===== config.mk =====
export PLATFORM = sky130hd
export DESIGN_NAME = if_stage_fq
export DESIGN_NICKNAME = d
export VERILOG_FILES = /design/src/rtl/if_stage_fq.sv
export SDC_FILE = /design/constraint.sdc
export NUM_CORES = 1
export LEC_CHECK = 0
export ABC_AREA = 0
export BUFFER_PORTS_ARGS = -buffer_cell sky130_fd_sc_hd__buf_2
export CAP_MARGIN = 5
export CORE_AREA = 8 8 195 197
export DETAILED_ROUTE_END_ITERATION = 8
export DIE_AREA = 0 0 203 205
export GPL_TIMING_DRIVEN = 0
export PLACE_DENSITY = 0.77
export SYNTH_ARGS = -nofsm -noshare
export SYNTH_HDL_FRONTEND = slang
export SYNTH_SLANG_ARGS = --single-unit

===== constraint.sdc =====
create_clock -name clk -period 29.6 [get_ports clk]
set_input_delay 5.92 -clock clk [delete_from_list [all_inputs] [get_ports clk]]
set_output_delay 5.92 -clock clk [all_outputs]
set_load 0.01 [all_outputs]

===== src/rtl/if_stage_fq.sv =====
// Instruction fetch stage with a multi-entry fetch queue and up to MAX_OUT
// in-flight requests on the SRAM-like addr_ok/data_ok interface.
module if_stage_fq #(
    parameter logic [31:0] RESET_PC = 32'h1c000000,
    parameter int          FQ_DEPTH = 4,
    parameter int          MAX_OUT  = 2
) (
    input  logic        clk,
    input  logic        reset,
    output logic        inst_sram_req,
    output logic        inst_sram_wr,
    output logic [1:0]  inst_sram_size,
    output logic [3:0]  inst_sram_wstrb,
    output logic [31:0] inst_sram_addr,
    output logic [31:0] inst_sram_wdata,
    input  logic        inst_sram_addr_ok,
    input  logic        inst_sram_data_ok,
    input  logic [31:0] inst_sram_rdata,
    input  logic        ID_allow_in,
    input  logic [32:0] BR_BUS,
    output logic        IFreg_valid,
    output logic [31:0] IFreg_pc,
    output logic [31:0] IFreg_inst,
    output logic        IFreg_adef
);
    localparam int QW = $clog2(FQ_DEPTH);
    localparam int CW = $clog2(FQ_DEPTH + 1);
    localparam int PW = (MAX_OUT > 1) ? $clog2(MAX_OUT) : 1;
    localparam int OW = $clog2(MAX_OUT + 1);

    typedef struct packed {
        logic [31:0] pc;
        logic [31:0] inst;
        logic        adef;
    } fq_entry_t;

    logic [31:0]                   fetch_pc;
    logic [MAX_OUT-1:0][31:0]      pend_pc;
    logic [PW-1:0]                 pp_wr, pp_rd;
    logic [OW-1:0]                 out_cnt, dis_cnt, out_nxt;
    fq_entry_t [FQ_DEPTH-1:0]      fq;
    logic [QW-1:0]                 q_head, q_tail;
    logic [CW-1:0]                 q_count;
    logic                          adef_done;

    logic        br_taken;
    logic [31:0] br_target;
    logic        aligned, hs, rsp, rsp_drop, rsp_push, adef_push, push, pop;
    logic [31:0] credits;
    fq_entry_t   push_entry, head;

    function automatic logic [PW-1:0] pp_next(input logic [PW-1:0] p);
        return (p == PW'(MAX_OUT - 1)) ? '0 : p + 1'b1;
    endfunction

    assign {br_taken, br_target} = BR_BUS;
    assign aligned = (fetch_pc[1:0] == 2'b00);

    // Queue slots already promised to in-flight requests; stale ones hold no slot.
    assign credits = 32'(q_count) + 32'(out_cnt) - 32'(dis_cnt);

    assign inst_sram_req = ~reset & aligned & ~br_taken
                         & (out_cnt < OW'(MAX_OUT)) & (credits < 32'(FQ_DEPTH));
    assign inst_sram_wr    = 1'b0;
    assign inst_sram_size  = 2'b10;
    assign inst_sram_wstrb = 4'b0000;
    assign inst_sram_addr  = fetch_pc;
    assign inst_sram_wdata = 32'h0;

    assign hs        = inst_sram_req & inst_sram_addr_ok;
    assign rsp       = inst_sram_data_ok & (out_cnt != '0);
    assign rsp_drop  = rsp & (dis_cnt != '0);
    assign rsp_push  = rsp & (dis_cnt == '0) & ~br_taken;
    assign adef_push = ~aligned & ~adef_done & ~br_taken & (out_cnt == '0)
                     & (dis_cnt == '0) & (q_count != CW'(FQ_DEPTH));
    assign push      = rsp_push | adef_push;
    assign pop       = ID_allow_in & IFreg_valid & ~br_taken;
    assign out_nxt   = out_cnt + OW'(hs) - OW'(rsp);

    assign push_entry = rsp_push ? '{pc: pend_pc[pp_rd], inst: inst_sram_rdata, adef: 1'b0}
                                 : '{pc: fetch_pc, inst: 32'h0, adef: 1'b1};

    assign head        = fq[q_head];
    assign IFreg_valid = (q_count != '0);
    assign IFreg_pc    = head.pc;
    assign IFreg_inst  = head.inst;
    assign IFreg_adef  = head.adef;

    always_ff @(posedge clk or posedge reset) begin
        if (reset) begin
            fetch_pc  <= RESET_PC;
            pend_pc   <= '0;
            pp_wr     <= '0;
            pp_rd     <= '0;
            out_cnt   <= '0;
            dis_cnt   <= '0;
            fq        <= '0;
            q_head    <= '0;
            q_tail    <= '0;
            q_count   <= '0;
            adef_done <= 1'b0;
        end else begin
            out_cnt <= out_nxt;
            if (hs) begin
                pend_pc[pp_wr] <= fetch_pc;
                pp_wr          <= pp_next(pp_wr);
            end
            if (rsp)
                pp_rd <= pp_next(pp_rd);

            if (br_taken) begin
                // Everything still in flight after this cycle belongs to the old path.
                fetch_pc  <= br_target;
                dis_cnt   <= out_nxt;
                adef_done <= 1'b0;
                q_head    <= '0;
                q_tail    <= '0;
                q_count   <= '0;
            end else begin
                if (hs)
                    fetch_pc <= fetch_pc + 32'd4;
                if (rsp_drop)
                    dis_cnt <= dis_cnt - 1'b1;
                if (adef_push)
                    adef_done <= 1'b1;
                if (push) begin
                    fq[q_tail] <= push_entry;
                    q_tail     <= q_tail + 1'b1;
                end
                if (pop)
                    q_head <= q_head + 1'b1;
                q_count <= q_count + CW'(push) - CW'(pop);
            end
        end
    end
endmodule

==> Flow_metrics.wiki <==
{| class="wikitable"
! Metric !! Value
|-
| Status || finished, final reports clean
|-
| Finished Core Util || 0.577
|-
| Relative contribution of combinational cells to total power || 0.266
|-
| Class of the most critical setup path || in2out
|-
| Maximum buffer depth of the clock tree || 3
|-
| Fraction of synthesized cell area taken by the top area cell type || 0.537
|-
| Final setup slack of the worst path || 16870 ps
|-
| Worst slew pin tran || roughly 940 ps
|-
| Post-Route WL || 46.1 mm
|-
| Antenna-violating nets left || 0
|-
| Final instance count without filler cells || 2305
|-
| Number of search-and-repair iterations in the first detailed-routing pass || 5
|-
| Final routed wire length divided by cell count || 20.0 um
|-
| Floorplan row count || 69
|-
| Total track usage || 0.220
|-
| Start point of the worst hold path || fq[204]$_DFFE_PP0P_
|-
| Worst Skew || 7.64 ps
|-
| Syn avg cell area || 10.9 um^2
|-
| Via-per-instance ratio || ~5.7
|-
| Biggest area consumer among synthesized cells || sky130_fd_sc_hd__dfrtp_1
|-
| Total negative slack for setup checks || 0 ps
|-
| Final Setup Violations || 0
|-
| Post-Synthesis Cell Area || between 0.015 and 0.02 mm^2
|-
| Type of element capturing the critical path || primary output
|-
| Post-placement cell count || 2235
|-
| FF-to-FF setup slack || roughly 26000 ps
|-
| Count of buffers inserted at the top-level ports || between 150 and 200
|-
| Number of enable flip-flop cells after synthesis || 0
|-
| Worst-Skew Late Latency || 520 ps
|-
| Number of cells produced by synthesis || 1568
|-
| Power Dens Cells || 81.7 mW/mm^2
|-
| Source of the critical timing path || BR_BUS[32]
|-
| Cell chosen for the clock root || sky130_fd_sc_hd__clkbuf_16
|-
| Max rail drop VDD || about 0.05 mV
|-
| Leakage power summed over all cells || ~9.4 nW
|-
| Core Area || about 0.035 mm^2
|-
| Area enclosed by the die boundary || 0.0416 mm^2
|-
| Setup repair after global routing missed its margin || false
|-
| Total global routing overflow || 0
|-
| Die width || 203 um
|-
| Final HPWL from detailed placement || 32.3 mm
|-
| Via count of the first global-routing pass || 13500
|-
| Maximum level of the CTS H-tree || 2
|-
| Startpoint type of the worst setup path || primary input
|-
| Number of maximum-capacitance violations || 0
|-
| Register bit total from synthesis || 370
|-
| Crit path max fanout || 7
|-
| Filler Cells Inserted || 2898
|-
| Crit path DAT || 6810 ps
|-
| Final hold slack || roughly 480 ps
|-
| Largest net degree at the start of global routing || 137
|-
| Total of hold buffers inserted after clock tree synthesis || 0
|-
| RR Startpoint || dis_cnt[0]$_DFFE_PP0P_
|-
| Time the worst path needs with I/O delays and setup || 12730 ps
|-
| Die H || approximately 200 um
|-
| Register clock-pin slew on the reported worst setup and hold paths || 60 ps
|-
| Portion of total power attributed to the clock network || 0.329
|-
| Antenna violations before repair || 0
|-
| Pint || 1.14 mW
|-
| Effective utilization at floorplan || 0.489
|-
| Vias || 13000
|-
| Number of diodes || 0
|-
| Number of sinks on the clock net || 370
|-
| Buffer count from post-CTS setup fixing || 0
|-
| Area growth syn-to-layout || 17.8%
|-
| DRT iter0 DRCs || about 1100
|-
| Synth cell types || 53
|-
| Final-report max-slew violation count || 0
|-
| Register share of total power || 0.405
|-
| Switching power share of the total || 0.310
|-
| Synth top area cells || sky130_fd_sc_hd__dfrtp_1 54%, sky130_fd_sc_hd__mux4_2 8.6%, sky130_fd_sc_hd__nand2_1 7.7%
|-
| FMAX || 0.0786 GHz
|-
| Net switching power of the design || 511 uW
|-
| Most frequently used flop master after synthesis || sky130_fd_sc_hd__dfrtp_1
|-
| Layout cell share with drive strength beyond 1 || 0.237
|-
| Number of nets at the end of the flow || 1901
|-
| Num CTS Buffers || 39
|-
| Routability congestion estimate || about 0.89
|-
| Pre-CTS setup slack || 16880 ps
|-
| Post-synthesis sequential area ratio || 0.541
|-
| Number of gates resized after cts || 0
|-
| DRC Markers || 0
|-
| First-pass GRT wire length || 73.8 mm
|-
| Hold crit path type || reg2reg
|-
| Share of async-settable or async-resettable flops after synthesis || 1.00
|-
| TritonCTS clock tree || built
|-
| Required time of the critical path || 23680 ps
|-
| Number of warnings reported in the yosys synthesis log || 0
|-
| Final worst-path cycle share || 0.430
|-
| Relative slew slack || 0.374
|-
| Hold violation total from the final report || 0
|-
| Boundary pin count || 208
|}
[layer usage]
layer | track usage | vias to the layer above | wire (um)
li1 | - | 5894 | -
met1 | 0.293 | 6537 | 19400
met2 | 0.360 | 492 | 22100
met3 | 0.0424 | 104 | 3220
met4 | 0.0728 | 0 | 1350
met5 | 0 | - | 0
[worst max-delay path, stage by stage]
cell	delay, ps
sky130_fd_sc_hd__buf_2	150
sky130_fd_sc_hd__nor2_1	120
sky130_fd_sc_hd__nand2_1	60
sky130_fd_sc_hd__a211oi_1	340
sky130_fd_sc_hd__buf_2	200
[registers in the layout, summed over array words and instances, names as in the netlist]
signal / cells
adef_done: 1
dis_cnt: 2
fq: 260
inst_sram_addr: 32
out_cnt: 2
pend_pc: 64
pp_rd: 1
pp_wr: 1
q_count: 3
q_head: 2
q_tail: 2
[stage by stage]
| stage | area (um^2) | total power, mW |
|---|---|---|
| 3_3_place_gp | 18700 | 1.09 |
| 6_report | 20200 | 1.65 |
| 5_1_grt | 20200 | 1.73 |
| 2_1_floorplan | 17300 | 0.959 |
| 4_1_cts | 20200 | 1.66 |
| 3_5_place_dp | 18700 | 1.11 |
[path summary, 6_finish.rpt]
| check | cells after the start | endpoint |
|---|---|---|
| min in group asynchronous | 2 | inst_sram_addr[18]$_DFFE_PP0P_ |
| max in group asynchronous | 4 | fq[84]$_DFFE_PP0P_ |
| worst min-delay path | 2 | fq[204]$_DFFE_PP0P_ |
| worst max-delay path | 5 | inst_sram_req |
| worst max register to register | 13 | q_count[2]$_DFF_PP0_ |
| worst min register to register | 2 | fq[204]$_DFFE_PP0P_ |
[logic make-up after synthesis]
kind of cell,count (synthesis),synth area share
fa+ha+maj,16,0.0126
compound gates,349,0.113
other cells,2,0.000439
flops,370,0.541
xor+xnor,10,0.00512
mux,187,0.162
buf+inv,182,0.0544
simple gates,452,0.111
[synth_stat cells (all sizes together) (11+ instances only)]
cell type / instances
dfrtp: 367
o21ai: 309
clkbuf: 49
nor3: 12
mux4: 65
nor2: 26
buf: 104
inv: 29
nand2: 349
mux2: 76
ha: 14
mux2i: 46
a221o: 11
nand3: 14
[power groups by stage]
stage	Combinational (mW)	Clock (mW)	Sequential, mW
detailed placement	0.441	0	0.674
floorplan	0.302	0	0.656
global placement	0.426	0	0.667
CTS	0.444	0.548	0.666
global route	0.483	0.567	0.680
finish	0.437	0.542	0.667
[final cells by class]
type / instances / area [um^2] / area share
Inverter: 29 / 116 / 0.00577
Buffer: 153 / 822 / 0.0408
Clock inverter: 12 / 238 / 0.0118
Multi-Input combinational cell: 1053 / 7060 / 0.350
Sequential cell: 370 / 9260 / 0.459
Tap cell: 461 / 577 / 0.0286
Clock buffer: 58 / 1200 / 0.0595
Timing Repair Buffer: 169 / 891 / 0.0442
[placed cells by master (no fill, tap or decap), drive strengths merged, types with 6 or more instances in the layout]
| cell type | instances |
|---|---|
| clkbuf | 107 |
| xnor2 | 7 |
| dfrtp | 367 |
| o211ai | 6 |
| nand3 | 14 |
| mux4 | 65 |
| nor3 | 12 |
| inv | 29 |
| and2 | 7 |
| ha | 14 |
| mux2 | 76 |
| o21ai | 309 |
| buf | 273 |
| nand4 | 7 |
| mux2i | 46 |
| nor2 | 26 |
| conb | 39 |
| a211o | 6 |
| bufinv | 7 |
| nand2 | 349 |
| a221o | 11 |
| nor4 | 9 |
(Power assumes the default switching activity.)
